<file path="src/rtl/ring_counter_multi.sv">
// ring_counter_multi: parametrised ring/Johnson sequence generator with load, self-correction and terminal-count pulse
module ring_counter_multi #(
    parameter int WIDTH = 4,
    parameter logic [WIDTH-1:0] RING_SEED = 1
) (
    input  logic             clk,
    input  logic             reset,
    input  logic             en,
    input  logic             mode,
    input  logic             dir,
    input  logic             load,
    input  logic [WIDTH-1:0] load_val,
    output logic [WIDTH-1:0] out,
    output logic             tc,
    output logic             err
);
    function automatic logic legal(input logic [WIDTH-1:0] v, input logic m);
        legal = m ? ($countones((v ^ (v >> 1)) & {1'b0, {(WIDTH-1){1'b1}}}) <= 1)
                  : ($countones(v) == 1);
    endfunction

    logic [WIDTH-1:0] seed, shifted, nxt;
    logic             ok_out, ok_load, tc_n, err_n;

    // Johnson feedback is the inverted bit wrapping around
    always_comb begin
        seed    = mode ? '0 : RING_SEED;
        ok_out  = legal(out, mode);
        ok_load = legal(load_val, mode);
        shifted = dir ? {mode ? ~out[0] : out[0], out[WIDTH-1:1]}
                      : {out[WIDTH-2:0], mode ? ~out[WIDTH-1] : out[WIDTH-1]};
        nxt     = load ? (ok_load ? load_val : seed) : en ? (ok_out ? shifted : seed) : out;
        tc_n    = !load && en && ok_out && (shifted == seed);
        err_n   = load ? !ok_load : (en && !ok_out);
    end

    always_ff @(posedge clk) begin
        if (reset) begin
            out <= seed;
            tc  <= 1'b0;
            err <= 1'b0;
        end else begin
            out <= nxt;
            tc  <= tc_n;
            err <= err_n;
        end
    end
endmodule
</file>
<file path="config.mk">
export PLATFORM = sky130hd
export DESIGN_NAME = ring_counter_multi
export DESIGN_NICKNAME = d
export VERILOG_FILES = /design/src/rtl/ring_counter_multi.sv
export SDC_FILE = /design/constraint.sdc
export NUM_CORES = 1
export LEC_CHECK = 0
export CORE_UTILIZATION = 43
export CTS_CLUSTER_SIZE = 30
export DETAILED_ROUTE_END_ITERATION = 16
export GPL_TIMING_DRIVEN = 0
export PLACE_DENSITY = 0.78
export SYNTH_ARGS = -nofsm -noshare
export SYNTH_HDL_FRONTEND = slang
export SYNTH_SLANG_ARGS = --single-unit
export TNS_END_PERCENT = 30
</file>
<file path="constraint.sdc">
create_clock -name clk -period 2.58 [get_ports clk]
set_input_delay 0.387 -clock clk [delete_from_list [all_inputs] [get_ports clk]]
set_output_delay 0.387 -clock clk [all_outputs]
set_load 0.01 [all_outputs]
</file>
* Word-level counts from Yosys, hierarchy flattened
Index checks and enable logic that the tools add are counted.
Word-level totals: flip-flop bits (word level) 6, input port bits 10, output and inout bits 6, logic and storage cells 42
Cells by class: add/sub/neg operators 10, $lt $le $gt $ge 2, eq/ne operators 3, mux-type cells 12, bitwise gates (word level) 4, reductions and logical operators 8
Operator list (number):
- 4-bit 2-to-1 mux | 6
- 1-bit by 1-bit adder with 2-bit output | 6
- 2-bit by 1-bit adder with 3-bit output | 2
- 2-bit by 2-bit adder with 3-bit output | 2
- 3-bit by 1-bit == test with 1-bit output (second input constant) | 2
- 3-bit by 1-bit less-or-equal comparator with 1-bit output (second input constant) | 2
- 1-bit 2-to-1 mux | 6
- 3-bit XOR | 2
- 4-bit by 1-bit == test with 1-bit output | 1
- 1-bit logical AND | 4
- 1-bit zero test | 3
- 3-bit nonzero test | 1
- 1-bit NOT | 2

* Depth between registers and ports, before layout
depth in word-level cells 9, depth in mapped cells 10, depth with buffers taken out 9

* Worst setup path before layout
OpenSTA, ideal clock, no wires.
kind register -> register, from register out[1], to register tc, setup time 0.088 ns, data arrival time 2.583 ns, required time 2.492 ns, slack -0.091 ns, stages on the path, launching flop included 11, path buffers 1, period minus slack after synthesis 2.671 ns, cell sequence edfxtp_1 > clkbuf_2 > inv_1 > fa_1 > inv_1 > ha_1 > ha_1 > nor4b_4 > a211oi_2 > or3_4 > nor4_2
Between the ends: word-level cells in the longest chain between the ends 7, elaborated cells between the ends (all ways) 12, those cells by class 4 x add/sub; 1 x order compare; 2 x eq/ne; 2 x mux; 1 x bitwise; 2 x reduce/logical
Ends and longest elaborated chain:
- from (decl) | line 13 | output logic [WIDTH-1:0] out,
- from (signal assigned) | line 43 | out <= nxt;
- 3-bit XOR | line 18 | legal = m ? ($countones((v ^ (v >> 1)) & {1'b0, {(WIDTH-1){1'b1}}}) <= 1)
- 1-bit by 1-bit adder with 2-bit output | line 18
- 2-bit by 1-bit adder with 3-bit output | line 18
- 3-bit by 1-bit less-or-equal comparator with 1-bit output | line 18
- 1-bit 2-to-1 mux | line 18
- 1-bit logical AND | line 33 | tc_n = !load && en && ok_out && (shifted == seed);
- 1-bit logical AND * | line 33
- to (signal assigned) | line 44 | tc <= tc_n;
- to (decl) | line 14 | output logic tc,
Every way passes the cells marked *; elsewhere a longest branch is shown, timed or not. A chain may end at the register's enable or synchronous reset.

* Final worst setup path
from register out[3], to register out[0], data pin
Between the ends: word-level cells in the longest chain between the ends 8, elaborated cells between the ends (all ways) 14, those cells by class 3 x add/sub; 1 x order compare; 1 x eq/ne; 7 x mux; 2 x bitwise
Ends and longest elaborated chain:
- 3-bit XOR / 1-bit by 1-bit adder with 2-bit output (equally long branches) | line 18, 19
- 2-bit by 1-bit adder with 3-bit output / 2-bit by 2-bit adder with 3-bit output (equally long branches) | line 18, 19
- 3-bit by 1-bit less-or-equal comparator with 1-bit output / 3-bit by 1-bit == test with 1-bit output (equally long branches) | line 18, 19
- 1-bit 2-to-1 mux | line 18
- 4-bit 2-to-1 mux * (3 in series) | line 32 | nxt = load ? (ok_load ? load_val : seed) : en ? (ok_out ? shifted : seed) : out;
- 4-bit 2-to-1 mux * | line 38 | if (reset) begin
Every way passes the cells marked *; elsewhere a longest branch is shown, timed or not. The select of a mux whose other input is x is not followed.

==> metrics.md <==
| Metric | Value |
|---|---|
| Power consumption | between 400 and 500 µW |
| Clock root cell | clkbuf_4 |
| Vias | 570 |
| Num CTS Buffers | 3 |
| R2R Path Start | out[3]$_SDFFCE_PP0P_ |
| Final Max Slew Viols | 0 |
| Final hold vios | 0 |
| Total Wirelength | 1.338 mm |
| Final Cycle Share | 97.59% |
| Fin crit period | ~2.5 ns |
| Worst hold path class | in -> reg |
| GPL Wtd Cong | between 0.7 and 0.8 |
| Max-Cap Viols | 0 |
| Syn-to-layout area delta | 38.91% |
| CTS sink cnt | 6 |
| Worst Path Buf+Inv | 2 |
| Distinct cells, synth | 27 |
| Hold EP | err$_SDFF_PP0_ |
| Iter 0 DRT Violations | 13 |
| Total I/O pin count | 16 |
| Clk pin slew, worst setup/hold paths | around 0.05 ns |
| Leakage | around 0.4 nW |
| Cell area after synthesis | between 600 and 700 µm² |
| Cells on worst reg2reg path | 9 |
| Hold depth | 4 |
| Fmax | slightly below 400 MHz |
| CP Cell Sequence | inv_2 -> fa_1 -> inv_1 -> ha_2 -> ha_4 -> nor4b_4 -> a211oi_2 -> or3_4 -> o211ai_1 |
| Worst VDD drop | 228.6 µV |
| Pwr dens | roughly 530 nW/µm² |
| WL/cell | approximately 13 µm |
| Core area | around 1400 µm² |
| Average size of a mapped cell | 9.375 µm² |
| Worst Max-Slew Pin Slew | 0.3739 ns |
| FFs w/ async S/R, synth | 0% |
| Port bufs | 13 |
| Worst relative slew slack | about three quarters |
| Post-Syn Nets | between 90 and 100 |
| Die Wd | 41.35 µm |
| Seq/Total Area, Yosys | about 24% |
| Worst setup SP type | flip-flop |
| Worst Path Required | about 2.7 ns |
| Max Root-Sink Buffers | 2 |
| Share of layout cells above drive strength 1 | 23.33% |
| Detail Route Antenna Nets | 0 |
| Rows | 13 |
| Setup WS pre-CTS | -0.2698 ns |
| Starting Density | 48.72% |
| DRT Pass-1 Iters | 4 |
| Initial antenna violation count | 0 |
| Fin Setup TNS | 0 ns |
| Vias per inst | approximately 5.4 |
| CP max stage cell | edfxtp_1 |
| Crit path capture type | flip-flop |
| GRT Util Overall | between 15 and 20% |
| Post-synth EDFFs | 4 |
| Reg2Reg Setup Slack | 0.06 ns |
| Mapped Cells | 71 |
| Dpl hpwl | approximately 1 mm |
| Antenna diodes | 0 |
| First-pass GRT wire length | between 1.5 and 2 mm |
| Hold path start | mode |
| Reg-to-Reg End | out[0]$_DFFE_PP_ |
| DIE AREA | 1709 µm² |
| Max incr delay on CP | 0.48 ns |
| Number of global-route vias before repair | slightly below 500 |
| Final setup fails | 0 |
| Fin nets | about 110 |
| H-tree depth | 1 |
| Yosys warnings | 0 |
| Synthesized flop and latch total | 6 |
| Status | complete, no violations |
| Die H | 41.35 µm |
| Clk Latency, worst-skew pair | between 0.2 and 0.3 ns |
| Fill count | 115 |
| CTS tree | built |
| Unrepaired setup endpoints after global routing | true |
| Max Fanout on Critical Path | 5 |
| Main synth FF type | edfxtp_1 |
| DRC viols | 0 |
| Final worst slack | between 0.06 and 0.07 ns |
| Grt ovf | 0 |
| Pin count of the biggest net entering global routing | 11 |
| Top delay family on crit path | adder cells |
| Final Skew | about 0.014 ns |
| Crit path arrival time | approximately 2.6 ns |
| Crit Path Category | reg -> reg |
## flip-flops by register name, indices dropped and copies added (netlist names)
register  cells
out           4
tc            1
err           1
## layout make-up
type	count	area, µm²	share of cell area, %
Buffer	3	30.03	3.248
Clock buffer	4	26.28	2.842
Inverter	10	40.04	4.330
Multi-Input combinational cell	52	499.2	53.99
Sequential cell	6	160.2	17.32
Tap cell	15	18.77	2.030
Timing Repair Buffer	15	150.1	16.24
## power breakdown
part | internal (mW) | leakage [nW] | switching [mW] | total, mW
clock | 0.0588 | 0.0150 | 0.0376 | 0.0964
sequential | 0.117 | 0.0613 | 0.0117 | 0.129
combinational | 0.136 | 0.331 | 0.129 | 0.264
## synth_stat cells, drive strengths merged, types with 3 or more instances
library cell | count | area share (%)
a21oi | 5 | 3.8
nand2 | 3 | 1.7
nor3 | 4 | 3.0
edfxtp | 4 | 18
nor2 | 6 | 3.4
xor2 | 3 | 3.9
inv | 10 | 5.6
ha | 8 | 15
xnor2 | 4 | 5.3
## worst min-delay path, delay by kind of cell
kind | cells | cell delay (ns)
buffers and inverters | 1 | 0.13
AOI/OAI and AO/OA | 1 | 0.07
and+or+nand+nor | 2 | 0.16
## kinds of logic after synthesis
group / synth area share [%]
xor gates and xnor gates: 9.211
AOI/OAI and AO/OA: 15.04
muxes: 3.008
DFF: 24.06
buffers and inverters: 8.646
and+or+nand+nor: 18.98
adders and majority gates: 21.05
## what timing repair did
action,4_1_cts,5_1_grt
resized for setup,2,12
endpoints found under the setup margin,5,5
cloned,0,0
endpoints found under the hold margin,0,0
pin swaps,1,2
buffers inserted,2,0
hold buffers,0,0
## how the worst max path moves through the flow
stage | start | end | slack (ns) | cells after the start
3_5_place_dp | load_val[1] | out[3]$_SDFFCE_PP0P_ | -0.27 | 10
6_report | out[3]$_SDFFCE_PP0P_ | out[0]$_DFFE_PP_ | 0.06 | 9
2_1_floorplan | out[1]$_SDFFCE_PP0P_ | tc$_SDFF_PP0_ | 0.003 | 10
5_1_grt | out[3]$_SDFFCE_PP0P_ | out[0]$_DFFE_PP_ | -0.06 | 9
3_3_place_gp | load_val[1] | out[3]$_SDFFCE_PP0P_ | -0.23 | 10
4_1_cts | out[1]$_SDFFCE_PP0P_ | tc$_SDFF_PP0_ | 0.002 | 10
## through the flow
stage               area [µm²]  hold slack [ns]  std cells  utilization, %
CTS                      885.9           0.5458        105           64.84
detailed placement       835.8           0.7666         99           61.17
finish                   924.6           0.5677        105           67.67
floorplan                686.9           0.4663         71               -
global route             924.6           0.5978        105           67.67
global placement         835.8           0.7222         99           61.17
## routing by layer
| layer | part of all wire, % | global-route usage, % | vias to the layer above |
|---|---|---|---|
| met5 | 0 | 0 | - |
| met4 | 0 | 4.839 | 0 |
| met3 | 4.9 | 1.596 | 0 |
| met2 | 54 | 35.94 | 26 |
| met1 | 41 | 19.80 | 262 |
| li1 | - | - | 282 |
## placed cells by master (no fill, tap or decap), drive strengths merged, types with 3 or more instances in the layout
master	instances
nand2	3
ha	8
nor2	6
xnor2	4
inv	10
nor3	4
buf	5
clkdlybuf4s50	11
a21oi	5
clkbuf	4
edfxtp	4
xor2	3
Power figures use the tool's default switching activity.
